--- src/rtl/ga_fitness_algo.sv ---
// ga_fitness_algo: scores a chromosome against data vectors by counting
// matching bits (XNOR popcount), one SLICE_W-bit slice per cycle, and
// accumulates the score into a saturating fitness register.
module ga_fitness_algo #(
    parameter int CHROM_W = 32,
    parameter int SLICE_W = 8,
    parameter int FIT_W   = 16
) (
    input  logic               clk,
    input  logic               rstn,
    input  logic               sw_rst,
    input  logic               fit_flush_pls,
    input  logic               fit_start_pls,
    input  logic               fit_next_pls,
    input  logic [CHROM_W-1:0] chrom_in,
    input  logic [CHROM_W-1:0] vd_buff_rd_data,
    output logic               algo_done_pls,
    output logic               algo_busy,
    output logic [FIT_W-1:0]   fit_res
);
    localparam int N     = CHROM_W / SLICE_W;
    localparam int PS_W  = $clog2(CHROM_W + 1);
    localparam int CNT_W = (N > 1) ? $clog2(N) : 1;
    // Wide enough for fit_res + partial sum without overflow.
    localparam int SUM_W = (FIT_W + 1 > PS_W + 1) ? FIT_W + 1 : PS_W + 1;
    localparam logic [CNT_W-1:0] LAST    = CNT_W'(N - 1);
    localparam logic [SUM_W-1:0] FIT_MAX = {{(SUM_W - FIT_W){1'b0}}, {FIT_W{1'b1}}};

    typedef enum logic [1:0] {IDLE, CALC, DONE} state_t;

    state_t             state, state_nxt;
    logic [CHROM_W-1:0] chrom_r, vec_r;
    logic [CNT_W-1:0]   slice_cnt;
    logic [PS_W-1:0]    psum;
    logic [PS_W-1:0]    psum_nxt;
    logic [SLICE_W-1:0] slice_match;
    logic [PS_W-1:0]    slice_pc;
    logic [SUM_W-1:0]   fit_sum;
    logic [FIT_W-1:0]   fit_sat;
    logic               go;

    // A start/next only counts when no flush accompanies it.
    assign go        = (fit_start_pls | fit_next_pls) & ~fit_flush_pls;
    assign algo_busy = (state != IDLE);

    // Select the current slice of the match vector and popcount it; the
    // final slice's count is folded straight into the saturating add so
    // the result lands in the same cycle as the done pulse.
    always_comb begin
        logic [CHROM_W-1:0] match_v;
        match_v     = ~(chrom_r ^ vec_r);
        slice_match = '0;
        for (int k = 0; k < N; k++)
            if (slice_cnt == CNT_W'(k))
                slice_match = match_v[k*SLICE_W +: SLICE_W];
        slice_pc = '0;
        for (int i = 0; i < SLICE_W; i++)
            slice_pc = slice_pc + PS_W'(slice_match[i]);
        psum_nxt = psum + slice_pc;
        fit_sum  = SUM_W'(fit_res) + SUM_W'(psum_nxt);
        fit_sat  = (fit_sum > FIT_MAX) ? {FIT_W{1'b1}} : fit_sum[FIT_W-1:0];
    end

    // State register; soft reset has priority over every pulse.
    always_ff @(posedge clk or negedge rstn) begin
        if (!rstn)       state <= IDLE;
        else if (sw_rst) state <= IDLE;
        else             state <= state_nxt;
    end

    // Next-state logic; a flush returns to IDLE from anywhere.
    always_comb begin
        state_nxt = state;
        if (fit_flush_pls) begin
            state_nxt = IDLE;
        end else begin
            case (state)
                IDLE:    if (go) state_nxt = CALC;
                CALC:    if (slice_cnt == LAST) state_nxt = DONE;
                DONE:    state_nxt = IDLE;
                default: state_nxt = IDLE;
            endcase
        end
    end

    // Datapath: chromosome/vector capture, slice walk, fitness accumulate.
    always_ff @(posedge clk or negedge rstn) begin
        if (!rstn) begin
            chrom_r       <= '0;
            vec_r         <= '0;
            slice_cnt     <= '0;
            psum          <= '0;
            fit_res       <= '0;
            algo_done_pls <= 1'b0;
        end else if (sw_rst) begin
            chrom_r       <= '0;
            vec_r         <= '0;
            slice_cnt     <= '0;
            psum          <= '0;
            fit_res       <= '0;
            algo_done_pls <= 1'b0;
        end else if (fit_flush_pls) begin
            chrom_r       <= chrom_in;
            slice_cnt     <= '0;
            psum          <= '0;
            fit_res       <= '0;
            algo_done_pls <= 1'b0;
        end else begin
            algo_done_pls <= 1'b0;
            case (state)
                IDLE: if (go) begin
                    vec_r     <= vd_buff_rd_data;
                    slice_cnt <= '0;
                    psum      <= '0;
                end
                CALC: begin
                    psum      <= psum_nxt;
                    slice_cnt <= slice_cnt + 1'b1;
                    if (slice_cnt == LAST) begin
                        fit_res       <= fit_sat;
                        algo_done_pls <= 1'b1;
                    end
                end
                default: ;
            endcase
        end
    end
endmodule

--- config.mk ---
export PLATFORM = sky130hd
export DESIGN_NAME = ga_fitness_algo
export DESIGN_NICKNAME = d
export VERILOG_FILES = /design/src/rtl/ga_fitness_algo.sv
export SDC_FILE = /design/constraint.sdc
export NUM_CORES = 1
export LEC_CHECK = 0
export CORE_MARGIN = 2
export CORE_UTILIZATION = 53
export CTS_CLUSTER_DIAMETER = 30
export DETAILED_ROUTE_END_ITERATION = 10
export PLACE_DENSITY = 0.81
export SLEW_MARGIN = 40
export SYNTH_ARGS = -nofsm -noshare
export SYNTH_HDL_FRONTEND = slang
export SYNTH_SLANG_ARGS = --single-unit
--- constraint.sdc ---
create_clock -name clk -period 7.8 [get_ports clk]
set_input_delay 1.95 -clock clk [delete_from_list [all_inputs] [get_ports clk]]
set_output_delay 1.95 -clock clk [all_outputs]
set_load 0.05 [all_outputs]
==> impl_metrics.py <==
metrics = {
    "clocking": {
        "clk_latency_ns": 0.36,
        "root_buffer": "clkbuf_8",
        "cts.repair.resized": 0,
        "htree_levels": 3,
        "clkTransAtPathRegs_ns": 0.09,
        "tritoncts": "built",
        "hold_buffers": 0,
        "clkSinkCount": 91,
        "clockBufferDepth": 2,
        "cts_buffers": 9,
        "cts_setup_buffers": 0,
    },
    "sta": {
        "fin_worst_skew_ns": 0.00850,
        "fmax_mhz": 164,
        "setup_viol": 0,
        "maxSlewViolCount": 0,
        "worst_pin_slew_ns": 0.689,
        "post-route-period-util": 0.784,
        "tns_ns": 0,
        "grt_setup_unrepaired": "false",
        "hold_viol_final": 0,
        "holdWs_ns": 0.517,
        "finalWorstSetupSlack_ns": 1.69,
        "slew-limit-headroom": 0.541,
        "min_period_ns": 6.11,
    },
    "yosys": {
        "synth-xor-area-share": 0.0723,
        "ys_types": 47,
        "yosysWarnings": 0,
        "synth_top_family_by_area": "compound AO/OA/AOI/OAI gates",
        "synth-edff-count": 0,
        "synth_cells": 466,
        "synth_simple_gate_area_share": 0.119,
        "ys.flop_type": "dfrtp_1",
        "synthArstFlopShare": 1.00,
        "synth_compound_area_frac": 0.168,
        "synthAdderAreaFrac": 0.0686,
        "syn_area_sq_um": 4850,
        "synth-seq-cells": 91,
        "syn_area_per_cell_sq_um": 10.4,
        "synthesis.nets": 559,
        "synthMuxAreaShare": 0.0661,
        "yosysSeqAreaShare": 0.470,
    },
    "power": {
        "power_w": 0.00115,
        "comb_power_share": 0.254,
        "p_leak_nw": 2.75,
        "power.switching_w": 0.000341,
        "p_int_w": 0.000804,
        "power.density_nw_per_um2": 192,
        "ir_drop_v": 0.000114,
        "power_frac_seq": 0.443,
        "p_sw_frac": 0.298,
        "power_frac_clock": 0.303,
    },
    "worst_setup_path": {
        "setup.worst_path.start_class": "flop",
        "path_cells": "ha_1 > nor2b_1 > a221oi_1 > a21oi_1 > nor2_1 > a21oi_1 > fa_1 > inv_1 > fa_1 > fa_1 > fa_1 > fa_1 > inv_1 > a21o_1 > a21oi_1 > xnor2_1 > ha_1 > o211ai_1 > a21oi_1 > o2111ai_4 > and2_4 > a211oi_2",
        "max_stage_delay_ns": 0.54,
        "crit_family": "adder cells",
        "cp-end-kind": "flop",
        "crit_buf_inv": 2,
        "crit_path_frequent_cell": "fa_1",
        "cp.arrival_ns": 6.38,
        "required_ns": 8.07,
        "critPathMaxFanout": 10,
        "crit_type": "flop to flop",
        "cpMaxStageDelayCell": "fa_1",
    },
    "final_layout": {
        "diodes": 0,
        "nets": 635,
        "area_growth_pct": 22.8,
        "drive_above_1_share": 0.0603,
        "layout_common_cells": "dfrtp_1 (91), clkdlybuf4s50_1 (84), nand2_1 (47), nor2_1 (46), a21oi_1 (42)",
        "fin_util": 0.676,
        "final_common_cell": "dfrtp_1",
    },
    "floorplan": {
        "fp.dieArea_sq_um": 9930,
        "dieHeight_um": 99.6,
        "die_w_um": 99.6,
        "rows": 34,
        "fp.coreArea_sq_um": 8810,
        "start_util": 0.551,
        "ios": 88,
    },
    "hold_path": {
        "hold_class": "flop to flop",
    },
    "flow_run": {
        "drv_cap": 0,
    },
    "drt": {
        "routed_via_density": 5.76,
        "vias": 3770,
        "remaining_drc_errors": 0,
        "wl_um": 11300,
        "firstDrtPassIters": 6,
        "ant_nets": 0,
        "drtIter0Drc": 179,
        "wl_per_cell_um": 17.2,
    },
    "placement": {
        "place.gp.congestion": 0.797,
        "dp_hpwl_um": 7990,
        "dpl_worst_slack_ns": 1.73,
        "portBuffers": 87,
    },
    "grt": {
        "grt_pass1_wl_um": 18900,
        "first_global_vias": 3944,
        "antenna_found_initial": 0,
        "gr-total-overflow": 0,
        "grt_max_degree": 57,
        "grt.total_usage": 0.241,
    },
    "outcome": {
        "outcome": "complete, no violations",
    },
}
-- cell usage after synthesis, types with 8 or more instances --
cell,number,area (sq um)
a22o_1,21,184
inv_1,13,48.8
nor2_1,46,173
dfrtp_1,91,2280
clkbuf_1,9,33.8
nand2_1,47,176
mux2i_1,32,320
buf_2,9,45.0
a21oi_1,42,210
xor2_1,20,175
a31oi_1,9,56.3
o21ai_0,20,100
xnor2_1,20,175
a221oi_1,8,70.1
ha_1,17,213
-- metrics by stage --
step	cell area (sq um)	cells
finish	5950	655
global route	5950	655
CTS	5950	655
detailed placement	5730	639
global placement	5730	639
floorplan	4850	466
-- sequential cells by signal, summed over array words and instances, names as in the netlist --
| name | count |
|---|---|
| algo_done_pls | 1 |
| chrom_r | 32 |
| fit_res | 16 |
| psum | 6 |
| slice_cnt | 2 |
| state | 2 |
| vec_r | 32 |
-- worst reg2reg max path, delay by kind of cell (launching register included) --
kind	cells	cell delay, ns
xor+xnor	1	0.16
buf+inv	2	0.16
fa+ha+maj	7	2.98
flops	1	0.44
compound gates	9	1.58
simple gates	3	0.72
-- logic make-up (layout without fill, tap and decap cells) --
group                      after synthesis  count (layout)
and+or+nand+nor                        124             124
AOI/OAI and AO/OA                      119             119
DFF                                     91              91
xor gates and xnor gates                40              40
buffers and inverters                   37             118
muxes                                   32              32
adders and majority gates               23              23
-- final timing paths --
path / start / endpoint / slack [ns] / cells after the start
min: psum[3]$_DFFE_PN0P_ / psum[3]$_DFFE_PN0P_ / 0.52 / 1
max reg2reg: slice_cnt[0]$_DFFE_PN0P_ / fit_res[8]$_DFFE_PN0P_ / 1.69 / 22
max: slice_cnt[0]$_DFFE_PN0P_ / fit_res[8]$_DFFE_PN0P_ / 1.69 / 22
min in group asynchronous: rstn / chrom_r[6]$_DFFE_PN0P_ / 1.53 / 1
min reg2reg: psum[3]$_DFFE_PN0P_ / psum[3]$_DFFE_PN0P_ / 0.52 / 1
max in group asynchronous: rstn / psum[4]$_DFFE_PN0P_ / 5.22 / 2
-- power groups by stage --
stage,logic (W),clock network (W),registers [W]
after detailed placement,0.000291,0,0.000516
final,0.000291,0.000347,0.000507
after global placement,0.000281,0,0.000515
after CTS,0.000294,0.000352,0.000507
after floorplan,0.000196,0,0.000513
after global routing,0.000334,0.000375,0.000510
-- layout make-up --
type / count / area (sq um)
fill: 690 / 2850
multi-input combinational: 338 / 2390
sequential: 91 / 2280
timing repair buffer: 89 / 876
clock buffer: 12 / 165
tap: 108 / 135
clock inverter: 4 / 56.3
inverter: 13 / 48.8
-- metal layers --
metal | vias up | global-route usage | wire [um] | part of all wire
met5 | - | 0 | 0 | 0
met4 | 0 | 0.0695 | 195 | 0.017
met3 | 19 | 0.0429 | 582 | 0.052
met2 | 110 | 0.406 | 5550 | 0.49
met1 | 1850 | 0.323 | 4960 | 0.44
li1 | 1791 | - | - | -
(Power assumes the default switching activity.)
